<file path="src/rtl/mult_4b_pkg.sv">
// rtl/mult_4b_pkg.sv - shared widths and state encoding for the 4x4 multiplier
// Contents:
//   OP_W      operand width (x, y)
//   RES_W     result width (out)
//   CNT_W     iteration counter width
//   ACC_W     accumulator width (one guard bit above the result)
//   LAST_ITER counter value of the final iteration
//   state_t   FSM state encoding {IDLE, RUN}
package mult_4b_pkg;

    localparam int OP_W  = 4;
    localparam int RES_W = 8;
    localparam int CNT_W = 2;
    localparam int ACC_W = RES_W + 1;

    localparam logic [CNT_W-1:0] LAST_ITER = CNT_W'(OP_W - 1);

    typedef enum logic {
        IDLE = 1'b0,
        RUN  = 1'b1
    } state_t;

endpackage

</file>
<file path="src/rtl/mult_4b_add9.sv">
// rtl/mult_4b_add9.sv - combinational ripple adder for the accumulator update
// Ports:
//   i_a    [ACC_W-1:0]  accumulator
//   i_b    [ACC_W-1:0]  shifted, gated multiplicand
//   o_sum  [ACC_W-1:0]  i_a + i_b (the carry out of the top bit cannot occur)
module mult_4b_add9
    import mult_4b_pkg::*;
(
    input  logic [ACC_W-1:0] i_a,
    input  logic [ACC_W-1:0] i_b,
    output logic [ACC_W-1:0] o_sum
);

    // Carry into each bit position; nothing is carried out of the MSB because
    // the largest possible result (226) sits well below 2**ACC_W.
    logic [ACC_W-1:0] w_carry;

    assign w_carry[0] = 1'b0;

    genvar g;
    generate
        for (g = 0; g < ACC_W; g++) begin : g_bit
            assign o_sum[g] = i_a[g] ^ i_b[g] ^ w_carry[g];
            if (g < ACC_W - 1) begin : g_carry
                assign w_carry[g+1] = (i_a[g] & i_b[g]) |
                                      (i_a[g] & w_carry[g]) |
                                      (i_b[g] & w_carry[g]);
            end
        end
    endgenerate

endmodule

</file>
<file path="src/rtl/mult_4b.sv">
// rtl/mult_4b.sv - sequential 4x4 shift-and-add multiplier with carry-in
// Ports:
//   clk       rising-edge clock
//   rst_n     asynchronous active-low reset
//   i_start   request, accepted only while idle
//   i_x       multiplicand [OP_W-1:0]
//   i_y       multiplier   [OP_W-1:0]
//   i_cin     carry-in added to the product
//   o_out     registered result (x*y + cin) [RES_W-1:0]
//   o_cout    registered flag: result does not fit in OP_W bits
//   o_busy    operation in progress
//   o_done    one-cycle pulse when o_out/o_cout update
module mult_4b
    import mult_4b_pkg::*;
(
    input  logic             clk,
    input  logic             rst_n,
    input  logic             i_start,
    input  logic [OP_W-1:0]  i_x,
    input  logic [OP_W-1:0]  i_y,
    input  logic             i_cin,
    output logic [RES_W-1:0] o_out,
    output logic             o_cout,
    output logic             o_busy,
    output logic             o_done
);

    state_t           r_state;
    logic [CNT_W-1:0] r_cnt;
    logic [OP_W-1:0]  r_mcand;
    logic [OP_W-1:0]  r_mplier;
    logic [ACC_W-1:0] r_acc;
    logic [RES_W-1:0] r_out;
    logic             r_cout;
    logic             r_busy;
    logic             r_done;

    logic [ACC_W-1:0] w_addend;
    logic [ACC_W-1:0] w_sum;

    // Partial product for this iteration: multiplicand weighted by 2**i,
    // or zero when the corresponding multiplier bit is clear.
    assign w_addend = r_mplier[r_cnt] ? (ACC_W'(r_mcand) << r_cnt) : '0;

    mult_4b_add9 u_add9 (
        .i_a   (r_acc),
        .i_b   (w_addend),
        .o_sum (w_sum)
    );

    always_ff @(posedge clk or negedge rst_n) begin
        if (!rst_n) begin
            r_state  <= IDLE;
            r_cnt    <= '0;
            r_mcand  <= '0;
            r_mplier <= '0;
            r_acc    <= '0;
            r_out    <= '0;
            r_cout   <= 1'b0;
            r_busy   <= 1'b0;
            r_done   <= 1'b0;
        end else begin
            r_done <= 1'b0;
            case (r_state)
                IDLE: begin
                    if (i_start) begin
                        r_mcand  <= i_x;
                        r_mplier <= i_y;
                        r_acc    <= {{RES_W{1'b0}}, i_cin};
                        r_cnt    <= '0;
                        r_busy   <= 1'b1;
                        r_state  <= RUN;
                    end
                end
                RUN: begin
                    r_acc <= w_sum;
                    r_cnt <= r_cnt + 1'b1;
                    // Outputs are loaded from the adder directly so the final
                    // add and the result update land on the same edge.
                    if (r_cnt == LAST_ITER) begin
                        r_out   <= w_sum[RES_W-1:0];
                        r_cout  <= |w_sum[RES_W-1:OP_W];
                        r_done  <= 1'b1;
                        r_busy  <= 1'b0;
                        r_state <= IDLE;
                    end
                end
                default: r_state <= IDLE;
            endcase
        end
    end

    assign o_out  = r_out;
    assign o_cout = r_cout;
    assign o_busy = r_busy;
    assign o_done = r_done;

endmodule

</file>
<file path="config.mk">
export PLATFORM = sky130hd
export DESIGN_NAME = mult_4b
export DESIGN_NICKNAME = d
export VERILOG_FILES = /design/src/rtl/mult_4b_pkg.sv /design/src/rtl/mult_4b_add9.sv /design/src/rtl/mult_4b.sv
export SDC_FILE = /design/constraint.sdc
export NUM_CORES = 1
export LEC_CHECK = 0
export BUFFER_PORTS_ARGS = -buffer_cell sky130_fd_sc_hd__buf_2
export CORE_MARGIN = 2
export CORE_UTILIZATION = 50
export DETAILED_ROUTE_END_ITERATION = 8
export PLACE_DENSITY = 0.8
export SYNTH_ARGS = -nofsm -noshare
export SYNTH_HDL_FRONTEND = slang
export SYNTH_SLANG_ARGS = --single-unit
</file>
<file path="constraint.sdc">
create_clock -name clk -period 4 [get_ports clk]
set_input_delay 0 -clock clk [delete_from_list [all_inputs] [get_ports clk]]
set_output_delay 0 -clock clk [all_outputs]
set_load 0.03 [all_outputs]
</file>
==> summary.md, run 1 <==
| Metric | Value |
|---|---|
| Register area share after synthesis | 50.17% |
| Synth Register Bits | 30 |
| Std-Cell Rows | 19 |
| CTS Sinks | 30 |
| Share of layout cells above drive strength 1 | 29.30% |
| Most common cell in the synthesized netlist | dfrtp_1 |
| Cell count after synthesis | 123 |
| Worst EP required | 4270 ps |
| Post-DR vias/cell | 5.596 |
| Post-CTS repair timing setup buffer count | 0 |
| Outcome | finished, final reports clean |
| Worst-Skew Late Latency | 340 ps |
| Final Max Tran Viols | 0 |
| Clock transition at the registers of the reported paths | 100 ps |
| Cell variety after synth | 28 |
| Initial Util | 53.35% |
| IO Port Bufs | 22 |
| Bufs on Longest Clock Path | 2 |
| Core area | 2805 µm² |
| Vias in the first global route | 1024 |
| Worst-Margin Slew | 704.0 ps |
| Worst Hold Class | in2async |
| DR DRC count | 0 |
| Crit Path Category | reg2reg |
| Final period util | 93.31% |
| Setup TNS | 0 ps |
| GPL Wtd Cong | 0.7980 |
| Max_cap viols | 0 |
| Fill cells | 232 |
| Detail Route Antenna Nets | 0 |
| Post_cts resized | 0 |
| Initial antenna violation count | 0 |
| Post-DP HPWL | 2.006 mm |
| Worst Setup End Kind | register |
| Final setup violation count | 0 |
| Vias post-DR | 1052 |
| Worst Skew | 4.234 ps |
| Worst Path Arrival | 4000 ps |
| VDD IR max | 0.0003642 V |
| Post-Syn Area per Cell | 12.17 µm² |
| FF+latch area | 750.7 µm² |
| DR iter-0 viols | 31 |
| RSZ-0062 raised after global routing | no |
| Layout Nets | 176 |
| First-pass GRT wire length | 4.705 mm |
| Synth top cells by count | dfrtp_1, mux2_2, inv_1, nand2_1, o21ai_0 |
| Final Hold Vio Count | 0 |
| All-Layer GR Usage | 19.19% |
| Max Freq | 267.9 MHz |
| Inst Count DP | 169 |
| Largest net degree at the start of global routing | 31 |
| CTS hold repair buffers | 11 |
| Die width | 58.71 µm |
| Non-filler instance count after layout | 188 |
| Mapped Nets | 143 |
| Startpoint Class | register |
| Prevailing post-synth register cell | dfrtp_1 |
| Top-level I/O count | 23 |
| Asr flop ratio synth | 100.0% |
| H-tree levels | 2 |
| DRT Wirelength | 2.799 mm |
| Synth Warn # | 0 |
| Post-synth EDFFs | 0 |
| Antenna diodes | 0 |
| Slew HR | 52.97% |
| Period minus WS final | 3732 ps |
| Synth area leaders | dfrtp_1, mux2_2, fa_1 |
| Max stage delay on crit path | 610 ps |
| DRT Pass-1 Iters | 5 |
| Die area | 3446 µm² |
| CTS tree | done |
| Area growth, synth to finish | 17.64% |
| Pwr/cell area | 865.6 nW/µm² |
| Grt ovf | 0 |
| CP most frequent cell | fa_1 |
| CTS root buffer | clkbuf_4 |
| Crit Path Max Fanout | 13 |
| Largest area contributor in the netlist | dfrtp_1 |
| Yosys top cell area share | 50.17% |
| Leak | 0.8198 nW |
| Critical-path top delay cell | dfrtp_1 |
| CTS Buf Count | 5 |
| Worst-path cell chain | mux4_2 > and2_1 > fa_1 > inv_1 > fa_1 > inv_1 > fa_1 > fa_1 > inv_1 > fa_1 > nor3b_1 > a31oi_1 |
| Drt wl/cell | 14.89 µm |
| Die Y | 58.71 µm |
| Multi-input logic area | 653.1 µm² |
| Synthesized area | 1496 µm² |
[through the flow]
step                setup WS, ps  utilization (%)  hold slack [ps]  area (µm²)  power (mW)
finish                     267.7            62.76            223.1        1760       1.524
global route               111.6            62.76            285.9        1760       1.637
CTS                        295.8            62.76            240.3        1760       1.531
detailed placement         320.4            56.56            63.29        1587       1.329
global placement           466.2            56.56            55.28        1587       1.274
floorplan                  681.7                -           -295.6        1496       1.162
[critical path, delay by kind of cell, from the launching register on]
kind                       cells  cell delay, ps
adders and majority gates      5            1760
muxes                          1             590
buffers and inverters          3             210
AOI/OAI and AO/OA              1             150
DFF                            1             610
and+or+nand+nor                2             340
[path summary, 6_finish.rpt]
kind | start | end | slack, ps | cells after the start
min in group clk | i_y[3] | r_mplier[3] | 420 | 3
setup / recovery | r_cnt[0] | o_cout | 270 | 12
setup reg to reg | r_cnt[0] | o_cout | 270 | 12
max in group asynchronous | rst_n | r_mplier[0] | 3350 | 2
hold / removal | rst_n | r_acc[2] | 220 | 2
hold reg to reg | o_out[3] | o_out[3] | 480 | 2
[logic make-up after synthesis]
kind of cell	share of synthesized area (%)
fa+ha+maj	9.699
compound gates	8.779
simple gates	10.45
xor+xnor	0.5854
flops	50.17
mux	14.13
buf+inv	6.187
[cell usage in the layout, fill, tap and decap left out, drive strengths merged]
| master | synthesis | layout |
|---|---|---|
| dlygate4sd3 | 0 | 11 |
| a21o | 1 | 1 |
| nor4bb | 1 | 1 |
| a22o | 4 | 4 |
| nand2 | 10 | 10 |
| fa | 6 | 6 |
| buf | 7 | 22 |
| a31oi | 1 | 1 |
| ha | 2 | 2 |
| nand2b | 5 | 5 |
| nor2b | 1 | 1 |
| clkbuf | 0 | 6 |
| and2 | 3 | 3 |
| nand4 | 1 | 1 |
| clkinvlp | 0 | 1 |
| inv | 9 | 9 |
| clkinv | 0 | 1 |
| mux4 | 2 | 2 |
| nand3 | 2 | 2 |
| o31ai | 3 | 3 |
| mux2 | 13 | 13 |
| mux2i | 2 | 2 |
| a21oi | 3 | 3 |
| xor2 | 1 | 1 |
| nor3b | 1 | 1 |
| nor2 | 5 | 5 |
| o21ai | 9 | 9 |
| nand3b | 1 | 1 |
| dfrtp | 30 | 30 |
[flip-flops by register name (all words and copies together) (netlist names)]
signal	count
r_mplier	4
o_out	8
r_state	1
r_mcand	4
o_busy	1
r_cnt	2
r_acc	8
o_cout	1
o_done	1
[metal layers]
| metal | part of all wire, % | GRT usage [%] | wire length (µm) |
|---|---|---|---|
| met1 | 40 | 22.30 | 1107 |
| met2 | 52 | 32.10 | 1444 |
| met3 | 5.7 | 6.813 | 160 |
| met4 | 3.1 | 8.442 | 87 |
| met5 | 0 | 0 | 0 |
[power by group]
| group | internal, mW | switching, mW |
|---|---|---|
| registers | 0.448 | 0.144 |
| logic | 0.356 | 0.383 |
| clock network | 0.0843 | 0.109 |
| total | 0.888 | 0.635 |
[cell type report]
type,count,area share (%)
Timing Repair Buffer,33,12.51
Inverter,9,1.919
Multi-Input combinational cell,77,37.10
Clock buffer,6,2.914
Sequential cell,30,42.64
Clock inverter,2,0.7107
Tap cell,31,2.203
Power figures use the tool's default switching activity.
==> run 2: changes to the inputs <==
--- a/config.mk
+++ b/config.mk
@@ -7,9 +7,9 @@
 export LEC_CHECK = 0
 export BUFFER_PORTS_ARGS = -buffer_cell sky130_fd_sc_hd__buf_2
 export CORE_MARGIN = 2
-export CORE_UTILIZATION = 50
+export CORE_UTILIZATION = 55
 export DETAILED_ROUTE_END_ITERATION = 8
-export PLACE_DENSITY = 0.8
+export PLACE_DENSITY = 0.86
 export SYNTH_ARGS = -nofsm -noshare
 export SYNTH_HDL_FRONTEND = slang
 export SYNTH_SLANG_ARGS = --single-unit
==> run 2 against run 1 <==
Effect of this change:
- clock skew is 4.0 ps higher
- sequential cell count is the same
- critical endpoint unchanged
- critical path depth unchanged
- final area is 0.92% higher
- critical path type unchanged
- largest power group unchanged
==> summary.md, run 2 (same netlist as run 1, synthesis figures left out) <==
| Metric | Value |
|---|---|
| NetSw | 0.6168 mW (-2.9%) |
| Crit Path Max Fanout | 13 (unchanged) |
| All-Layer GR Usage | 19.50% (+0.31 points) |
| Clock Power Share | 15.7% (+3.0 points) |
| CTS hold repair buffers | 11 (unchanged) |
| Total power | 1.565 mW (+2.7%) |
| RSZ-0062 raised after global routing | no |
| Core area | 2522 µm² (-10%) |
| Worst-path cell chain | mux4_2 > and2_1 > fa_1 > inv_1 > fa_1 > inv_1 > fa_1 > fa_1 > inv_1 > fa_1 > nor3b_1 > a31oi_1 |
| Die Y | 56.16 µm (-4.3%) |
| Fill cells | 180 (-22%) |
| Worst Setup End Kind | register |
| Slew HR | 54.34% (+1.4 points) |
| Initial Util | 59.33% (+6.0 points) |
| Drt wl/cell | 13.95 µm (-6.3%) |
| Reg-to-reg startpoint | r_cnt[0] |
| Period minus WS final | 3687 ps (-45.18 ps) |
| Leak | 0.8299 nW (+1.2%) |
| Final period util | 92.18% (-1.1 points) |
| Outcome | finished, final reports clean |
| Pwr/cell area | 880.8 nW/µm² (+1.8%) |
| Area growth, synth to finish | 18.73% |
| Post-DP HPWL | 1.843 mm (-8.2%) |
| Worst EP required | 4240 ps (-30 ps) |
| Die area | 3154 µm² (-8.5%) |
| Clock transition at the registers of the reported paths | 90 ps (about the same) |
| R2r worst-path depth | 12 (unchanged) |
| Setup TNS | 0 ps (unchanged) |
| Bufs on Longest Clock Path | 2 (unchanged) |
| Initial antenna violation count | 0 (unchanged) |
| Critical-path top delay cell | dfrtp_1 |
| Commonest non-fill, non-tap cell in the layout | dfrtp_1 |
| Most frequent cells in the layout | dfrtp_1, buf_2, mux2_2 |
| DR DRC count | 0 (unchanged) |
| Sw frac | 39.42% (-2.3 points) |
| R2R setup slack | 310 ps (+50 ps) |
| Crit. Startpoint | r_cnt[0] |
| Max Freq | 271.2 MHz (+1.2%) |
| DRT Wirelength | 2.594 mm (-7.3%) |
| Die width | 56.16 µm (-4.3%) |
| Share of layout cells above drive strength 1 | 28.85% (-0.45 points) |
| CTS tree | done |
| Reg2reg end | o_cout |
| DRT Pass-1 Iters | 4 (-1) |
| H-tree levels | 2 (unchanged) |
| Worst Hold Class | in2async |
| Startpoint Class | register |
| DR iter-0 viols | 16 (-48%) |
| Logic pwr share | 46.5% (-2.0 points) |
| Post-CTS repair timing setup buffer count | 0 (unchanged) |
| Detail Route Antenna Nets | 0 (unchanged) |
| Post_cts resized | 0 (unchanged) |
| CP most frequent cell | fa_1 |
| Vias post-DR | 1027 (-2.4%) |
| Max stage delay on crit path | 620 ps (about the same) |
| Post-DR vias/cell | 5.522 (-1.3%) |
| Vias in the first global route | 1109 (+8.3%) |
| Final Max Tran Viols | 0 (unchanged) |
| Grt ovf | 0 (unchanged) |
| CTS root buffer | clkbuf_4 |
| Worst Skew | 8.191 ps (+3.957 ps) |
| IO Port Bufs | 22 (unchanged) |
| First-pass GRT wire length | 4.678 mm (-0.57%) |
| Largest net degree at the start of global routing | 31 (unchanged) |
| Antenna diodes | 0 (unchanged) |
| Internal | 0.9480 mW (+6.7%) |
| Layout Nets | 176 (unchanged) |
| Worst-Margin Slew | 683.5 ps (-20.48 ps) |
| Worst-Skew Late Latency | 320 ps (-20 ps) |
| Worst Setup EP | o_cout |
| VDD IR max | 0.0006203 V (+70%) |
| Max_cap viols | 0 (unchanged) |
| GPL Wtd Cong | 0.7900 (-1.0%) |
| Final setup violation count | 0 (unchanged) |
| Crit Path Category | reg2reg |
| Std-Cell Rows | 18 (-1) |
| CTS Sinks | 30 (unchanged) |
| Worst Path Arrival | 3930 ps (-70 ps) |
| Final Hold Vio Count | 0 (unchanged) |
| CTS Buf Count | 5 (unchanged) |
| Top-level I/O count | 23 (unchanged) |
| Sequential group share of total power | 37.9% (-0.9 points) |
-- run 2: cell count changes in the layout (fill, tap and decap cells not counted) --
cell | previous run | this run
bufinv_16 | 0 | 1
clkinv_2 | 1 | 0
clkinvlp_4 | 1 | 0
-- run 2: area by class of cell --
type	count	area [µm²]	area share (%)
Tap cell	30	37.54	2.113
Inverter	9	33.78	1.901
Clock buffer	6	51.30	2.887
Clock inverter	1	30.03	1.690
Sequential cell	30	750.7	42.25
Timing Repair Buffer	33	220.2	12.39
Multi-Input combinational cell	77	653.1	36.76
-- run 2: through the flow --
| step | hold slack [ps] | utilization (%) | instance area, µm² | instances | worst slack [ps] |
|---|---|---|---|---|---|
| floorplan | -295.6 | - | 1496 | 123 | 681.7 |
| global placement | 50.49 | 62.85 | 1585 | 168 | 466.5 |
| detailed placement | 63.62 | 62.85 | 1585 | 168 | 333.1 |
| CTS | 247.0 | 70.44 | 1777 | 186 | 307.4 |
| global route | 296.3 | 70.44 | 1777 | 186 | 79.31 |
| finish | 237.1 | 70.44 | 1777 | 186 | 312.9 |
-- run 2: critical path: cells and delay by family, from the launching register on --
kind            cells  cell delay, ps
compound gates      1             170
fa+ha+maj           5            1710
buf+inv             3             200
flops               1             620
mux                 1             590
simple gates        2             330
-- run 2: power by group through the flow --
stage	Combinational (mW)	Sequential (mW)	Clock, mW
2_1_floorplan	0.536	0.627	0
5_1_grt	0.823	0.617	0.261
3_3_place_gp	0.688	0.585	0
4_1_cts	0.734	0.592	0.248
6_report	0.727	0.593	0.245
3_5_place_dp	0.726	0.597	0
-- run 2: per-layer routing --
layer | GRT usage [%] | up-vias | wire (µm)
met3 | 7.907 | 4 | 98
li1 | - | 484 | -
met5 | 0 | - | 0
met4 | 7.823 | 0 | 34
met1 | 22.64 | 513 | 1133
met2 | 32.10 | 26 | 1326
-- run 2: worst min path at each step --
stage / start / slack, ps / cells after the start / to
floorplan: rst_n / -300 / 0 / o_busy
global placement: rst_n / 50 / 1 / o_out[1]
detailed placement: rst_n / 60 / 1 / o_out[3]
CTS: rst_n / 250 / 2 / o_out[3]
global route: rst_n / 300 / 2 / o_out[3]
finish: rst_n / 240 / 2 / r_acc[1]
